### src/rtl/logit_argmax_rx.sv
// Frame receiver for classifier logits: buffers one frame, tracks top-1/top-2
// on the fly and hands the argmax, score, margin and detect flag to the host.
module logit_argmax_rx #(
    parameter int NUM_CLASSES = 20,
    parameter int DATA_W      = 32,
    parameter int ADDR_W      = 5
) (
    input  logic              clk,
    input  logic              rst,
    input  logic [DATA_W-1:0] in_data,
    input  logic [ADDR_W-1:0] in_addr,
    input  logic              in_valid,
    input  logic [DATA_W-1:0] threshold,
    output logic              result_valid,
    input  logic              result_ready,
    output logic [ADDR_W-1:0] class_idx,
    output logic [DATA_W-1:0] class_score,
    output logic [DATA_W-1:0] margin,
    output logic              detect,
    output logic              err_seq,
    output logic              err_overrun,
    output logic              busy,
    input  logic [ADDR_W-1:0] rd_addr,
    output logic [DATA_W-1:0] rd_data
);

    typedef enum logic [1:0] {IDLE, COLLECT, HOLD} state_e;

    localparam logic [ADDR_W-1:0] LAST_ADDR = ADDR_W'(NUM_CLASSES - 1);
    localparam logic [ADDR_W:0]   NCLS      = (ADDR_W + 1)'(NUM_CLASSES);
    localparam logic [DATA_W-1:0] SMIN      = {1'b1, {(DATA_W-1){1'b0}}};
    localparam logic [DATA_W-1:0] SMAX      = {1'b0, {(DATA_W-1){1'b1}}};

    state_e                         state_q, state_d;
    logic [ADDR_W-1:0]              expected_q, expected_d;
    logic [DATA_W-1:0]              best_q, best_d, second_q, second_d;
    logic [ADDR_W-1:0]              best_idx_q, best_idx_d;
    logic [ADDR_W-1:0]              class_idx_q, class_idx_d;
    logic [DATA_W-1:0]              class_score_q, class_score_d;
    logic [DATA_W-1:0]              margin_q, margin_d;
    logic                           detect_q, detect_d;
    logic                           err_seq_q, err_seq_d;
    logic                           err_ovr_q, err_ovr_d;
    logic [NUM_CLASSES-1:0][DATA_W-1:0] buf_q;
    logic                           buf_we;
    logic                           start, accept;
    logic [DATA_W:0]                diff;

    always_comb begin
        state_d       = state_q;
        expected_d    = expected_q;
        best_d        = best_q;
        second_d      = second_q;
        best_idx_d    = best_idx_q;
        class_idx_d   = class_idx_q;
        class_score_d = class_score_q;
        margin_d      = margin_q;
        detect_d      = detect_q;
        err_seq_d     = 1'b0;
        err_ovr_d     = 1'b0;
        buf_we        = 1'b0;
        start         = 1'b0;
        accept        = 1'b0;
        diff          = '0;

        case (state_q)
            IDLE: begin
                if (in_valid) begin
                    if (in_addr == '0) start = 1'b1;
                    else               err_seq_d = 1'b1;
                end
            end
            COLLECT: begin
                // expected is never 0 here, so an addr-0 mismatch is a restart
                if (in_valid) begin
                    if (in_addr == expected_q) begin
                        accept = 1'b1;
                    end else if (in_addr == '0) begin
                        err_seq_d = 1'b1;
                        start     = 1'b1;
                    end else begin
                        err_seq_d = 1'b1;
                        state_d   = IDLE;
                    end
                end
            end
            HOLD: begin
                if (result_ready) begin
                    if (!in_valid) begin
                        state_d = IDLE;
                    end else if (in_addr == '0) begin
                        start = 1'b1;
                    end else begin
                        err_seq_d = 1'b1;
                        state_d   = IDLE;
                    end
                end else if (in_valid) begin
                    err_ovr_d = 1'b1;
                end
            end
            default: state_d = IDLE;
        endcase

        if (start) begin
            buf_we     = 1'b1;
            best_d     = in_data;
            second_d   = SMIN;
            best_idx_d = '0;
            expected_d = ADDR_W'(1);
            state_d    = COLLECT;
        end

        if (accept) begin
            buf_we     = 1'b1;
            expected_d = expected_q + 1'b1;
            // strict compares keep the lower index on ties
            if ($signed(in_data) > $signed(best_q)) begin
                second_d   = best_q;
                best_d     = in_data;
                best_idx_d = in_addr;
            end else if ($signed(in_data) > $signed(second_q)) begin
                second_d = in_data;
            end
            if (in_addr == LAST_ADDR) begin
                // best >= second always holds, so only overflow above SMAX matters
                diff          = {best_d[DATA_W-1], best_d} - {second_d[DATA_W-1], second_d};
                margin_d      = (diff[DATA_W] || diff[DATA_W-1]) ? SMAX : diff[DATA_W-1:0];
                class_idx_d   = best_idx_d;
                class_score_d = best_d;
                detect_d      = $signed(margin_d) >= $signed(threshold);
                state_d       = HOLD;
            end
        end
    end

    always_ff @(posedge clk) begin
        if (rst) begin
            state_q       <= IDLE;
            expected_q    <= '0;
            best_q        <= '0;
            second_q      <= '0;
            best_idx_q    <= '0;
            class_idx_q   <= '0;
            class_score_q <= '0;
            margin_q      <= '0;
            detect_q      <= 1'b0;
            err_seq_q     <= 1'b0;
            err_ovr_q     <= 1'b0;
            buf_q         <= '0;
        end else begin
            state_q       <= state_d;
            expected_q    <= expected_d;
            best_q        <= best_d;
            second_q      <= second_d;
            best_idx_q    <= best_idx_d;
            class_idx_q   <= class_idx_d;
            class_score_q <= class_score_d;
            margin_q      <= margin_d;
            detect_q      <= detect_d;
            err_seq_q     <= err_seq_d;
            err_ovr_q     <= err_ovr_d;
            if (buf_we) buf_q[in_addr] <= in_data;
        end
    end

    assign result_valid = (state_q == HOLD);
    assign busy         = (state_q == COLLECT);
    assign class_idx    = class_idx_q;
    assign class_score  = class_score_q;
    assign margin       = margin_q;
    assign detect       = detect_q;
    assign err_seq      = err_seq_q;
    assign err_overrun  = err_ovr_q;
    assign rd_data      = ({1'b0, rd_addr} < NCLS) ? buf_q[rd_addr] : '0;

endmodule

### config.mk
export PLATFORM = sky130hd
export DESIGN_NAME = logit_argmax_rx
export DESIGN_NICKNAME = d
export VERILOG_FILES = /design/src/rtl/logit_argmax_rx.sv
export SDC_FILE = /design/constraint.sdc
export NUM_CORES = 2
export LEC_CHECK = 0
export CAP_MARGIN = 25
export CORE_ASPECT_RATIO = 0.75
export CORE_UTILIZATION = 55
export CTS_CLUSTER_SIZE = 14
export DETAILED_ROUTE_END_ITERATION = 16
export MAX_ROUTING_LAYER = met4
export PLACE_DENSITY_LB_ADDON = 0.15
export SLEW_MARGIN = 10
export SYNTH_ARGS = -nofsm -noshare
export SYNTH_HDL_FRONTEND = slang
export SYNTH_SLANG_ARGS = --single-unit
### constraint.sdc
create_clock -name clk -period 19.25 [get_ports clk]
set_clock_uncertainty 0.15 [all_clocks]
set_input_delay 3.85 -clock clk [delete_from_list [all_inputs] [get_ports clk]]
set_output_delay 3.85 -clock clk [all_outputs]
set_load 0.01 [all_outputs]
==> results by group <==
Synth
  – Mapped Area: about 0.038 mm2
  – Syn Nets: roughly 5000
  – Netlist cell types: just over 80
  – Post-synthesis sequential area ratio: 0.410
  – Top_reg_cell synth: dfxtp_1
  – Asr flop ratio synth: 0
  – Yosys reg bits: ~800
  – Warnings from Yosys: 0
  – EDFF count, synth: 0
  – Post-Synthesis Cells: ~4800
  – Mean Syn Cell Area: 7.97 um2

Timing
  – Tmin final: around 13 ns
  – Unrepaired setup endpoints after global routing: no
  – Setup violators final: 0
  – Slew @ Worst Pin: 1.19 ns
  – Max Freq: 78.6 MHz
  – Max Transition Viols Final: 0
  – Final worst-path cycle share: 0.661
  – Slew margin rel.: 0.209
  – Hold Violations, Final: 0
  – Setup Total Neg Slack: 0 ns

CTS
  – Worst-case clock buffer depth: 3
  – Post-CTS sizing: 0
  – Clk Tree Root Cell: clkbuf_16
  – Worst skew pair latency: about 0.64 ns
  – Inserted Clock Buffers: between 70 and 80
  – CTS H-tree lvls: 3
  – Setup Buffers After CTS: 0
  – Clock sinks: ~790
  – TritonCTS clock tree: yes
  – Worst-path clk slew: roughly 0.07 ns
  – # hold bufs at CTS: 0

Final layout
  – Nets: between 4000 and 5000
  – Diode count: 0
  – Area growth syn-to-layout: 12.7%
  – Final Non-Filler Cells: 5755
  – Share of cells above drive strength 1: 0.0963

Floorplan
  – Top Ports: approximately 180
  – Vert. Die Dim: about 230 um
  – Area of the die: just over 0.07 mm2
  – Core box area: 0.0687 mm2
  – # rows: 83
  – Die width: ~310 um
  – Initial cell density of the core: 0.559

Power
  – Comb pwr share: 0.132
  – Worst vdd ir: 65.1 uV
  – Clock share of power: 0.418
  – Leakage: roughly 0.014 uW
  – Internal power: 2630 uW
  – Sw Pwr: approximately 1000 uW
  – Power per Cell Area: approximately 84 mW/mm2
  – Sw Share: 0.277
  – Flop pwr share: 0.450

Global route
  – GRT Util Overall: 0.358
  – Initial antenna violation count: 1
  – First-pass GRT wire length: 192000 um
  – Largest net degree at the start of global routing: ~220
  – Total grt overflow: 0
  – Vias in the first global route: 31900

Placement
  – GP Congestion: a little under 1
  – Placed wire-length estimate: 77500 um
  – I/O Buffers: approximately 180
  – Post-Place Cells: 5607

Route
  – Total Wirelength: roughly 130000 um
  – DR WL/cell: ~22 um
  – DR vias/cell: 6.04
  – DR iter-0 viols: ~4100
  – Routed length on met3: ~12000 um
  – ANT nets after route: 0
  – Wire length on met1: ~54000 um
  – Via count: 34800
  – Top Layer Used: met4
  – # DRC: 0
  – Wire length on met2: between 50000 and 60000 um
  – DR pass1 iterations: 6

Min path
  – HP Class: reg -> reg

Critical path
  – CP Data Arrival Time: 13.11 ns
  – Setup crit end kind: flop
  – Critical Path RT: a little under 20 ns
  – WS Path Type: in -> reg
  – Sum of buffers and inverters on the critical path: 4
  – Crit-path max FO: 62
  – CP top delay family: compound AO/OA/AOI/OAI gates
  – Critical-path top delay cell: clkdlybuf4s50_1
  – CP Launch Type: primary input
  – Worst path max stage delay: between 0.9 and 1 ns

Outcome
  – Outcome: completed

Run
  – Maximum Capacitance Violations: 0
[layer usage]
layer | GRT usage | up-vias
met5 | - | -
met4 | 0.104 | 0
met3 | 0.0631 | 227
met2 | 0.527 | 1587
met1 | 0.503 | 16700
li1 | - | 16300
[cell usage in the layout, fill, tap and decap left out, drive strengths merged, types with 28 or more instances in the layout]
cell           instances
a21o                  28
a21oi                884
a311oi                34
a31oi                 37
buf                  101
clkbuf               114
clkdlybuf4s50        178
dfxtp                788
ha                   126
inv                  117
mux2i                 69
mux4                 160
nand2               1530
nand3                 28
nand4                 29
nor2                 209
nor3                  48
o21ai                 64
o22ai                 34
[synth_stat cells (all sizes together) (2+ instances only)]
cell | count | area [um2]
dfxtp | 788 | 15800
nand2 | 1530 | 5740
nand3 | 28 | 140
nor2b | 20 | 125
xnor2 | 15 | 131
and4 | 3 | 26.3
nor3 | 48 | 250
and2 | 8 | 50.1
o22ai | 34 | 213
o211ai | 12 | 104
a211o | 4 | 35.0
o221a | 2 | 22.5
a31o | 4 | 35.0
o21ai | 64 | 324
o221ai | 3 | 26.3
nor2 | 209 | 787
o31ai | 4 | 48.8
a311oi | 34 | 410
xor2 | 18 | 158
nor4 | 7 | 71.3
a211oi | 25 | 198
a21boi | 2 | 15.0
nand2b | 16 | 100
buf | 36 | 178
and3 | 10 | 62.6
o311ai | 5 | 51.3
clkbuf | 386 | 1450
o31a | 2 | 18.8
a21oi | 884 | 4430
o21ba | 2 | 20.0
mux4 | 160 | 3600
inv | 113 | 424
a2111oi | 6 | 71.3
ha | 126 | 1580
a221oi | 3 | 26.3
o21a | 5 | 37.5
o21bai | 12 | 90.1
mux2i | 69 | 691
a31oi | 37 | 262
or3 | 5 | 31.3
nand4 | 29 | 188
a21o | 28 | 211
a41oi | 2 | 17.5
or4 | 4 | 30.0
or2 | 6 | 37.5
[sequential cells by signal, indices dropped and copies added (netlist names)]
register     flops
buf_q          640
best_q          32
class_score     32
margin          32
second_q        32
best_idx_q       5
class_idx        5
expected_q       5
state_q          2
detect           1
err_overrun      1
err_seq          1
[layout make-up]
class | instances | area (um2)
sequential | 788 | 15800
multi-input combinational | 3499 | 20700
inverter | 113 | 424
clock buffer | 113 | 2230
timing repair buffer | 280 | 2740
fill | 5991 | 25400
tap | 935 | 1170
clock inverter | 27 | 245
[tightest hold or removal path, stage by stage (launching register included)]
cell     delay (ns)
dfxtp_1        0.31
nand2_1        0.05
a21oi_1        0.05
[stage by stage]
step	setup WS (ns)	instance area [um2]	hold slack (ns)	total power, uW	util
after floorplan	8.36	38400	0.282	1980	-
after global placement	6.17	40600	0.289	2130	0.590
after detailed placement	5.96	40700	0.293	2130	0.592
after CTS	6.60	43200	0.301	3620	0.628
after global routing	5.98	43300	0.317	3740	0.630
final	6.53	43300	0.302	3630	0.630
[path summary, 6_finish.rpt]
check / startpoint / endpoint / slack [ns] / cells after the start
hold reg to reg: buf_q[631] / buf_q[631] / 0.30 / 2
hold / removal: buf_q[631] / buf_q[631] / 0.30 / 2
setup reg to reg: best_q[8] / detect / 10.30 / 38
setup / recovery: in_data[31] / detect / 6.53 / 38
[power groups by stage]
stage                     clock network [uW]  logic (uW)  registers (uW)
after floorplan                            0         306            1670
final                                   1520         480            1630
after global placement                     0         461            1670
after detailed placement                   0         459            1670
after global routing                    1600         514            1630
after CTS                               1530         461            1630
[cell families (layout without fill, tap and decap cells)]
group	count (synthesis)	in the layout	share of synthesized area
AO/OA/AOI/OAI	1184	1184	0.176
XOR/XNOR	33	33	0.00752
adder cells (fa/ha/maj)	127	127	0.0415
buffers and inverters	535	533	0.0534
flip-flops	788	788	0.410
multiplexers	229	229	0.112
other	1	1	0.0000976
AND/OR/NAND/NOR	1925	1925	0.199
Note: power is estimated with default switching activity, not from simulation.
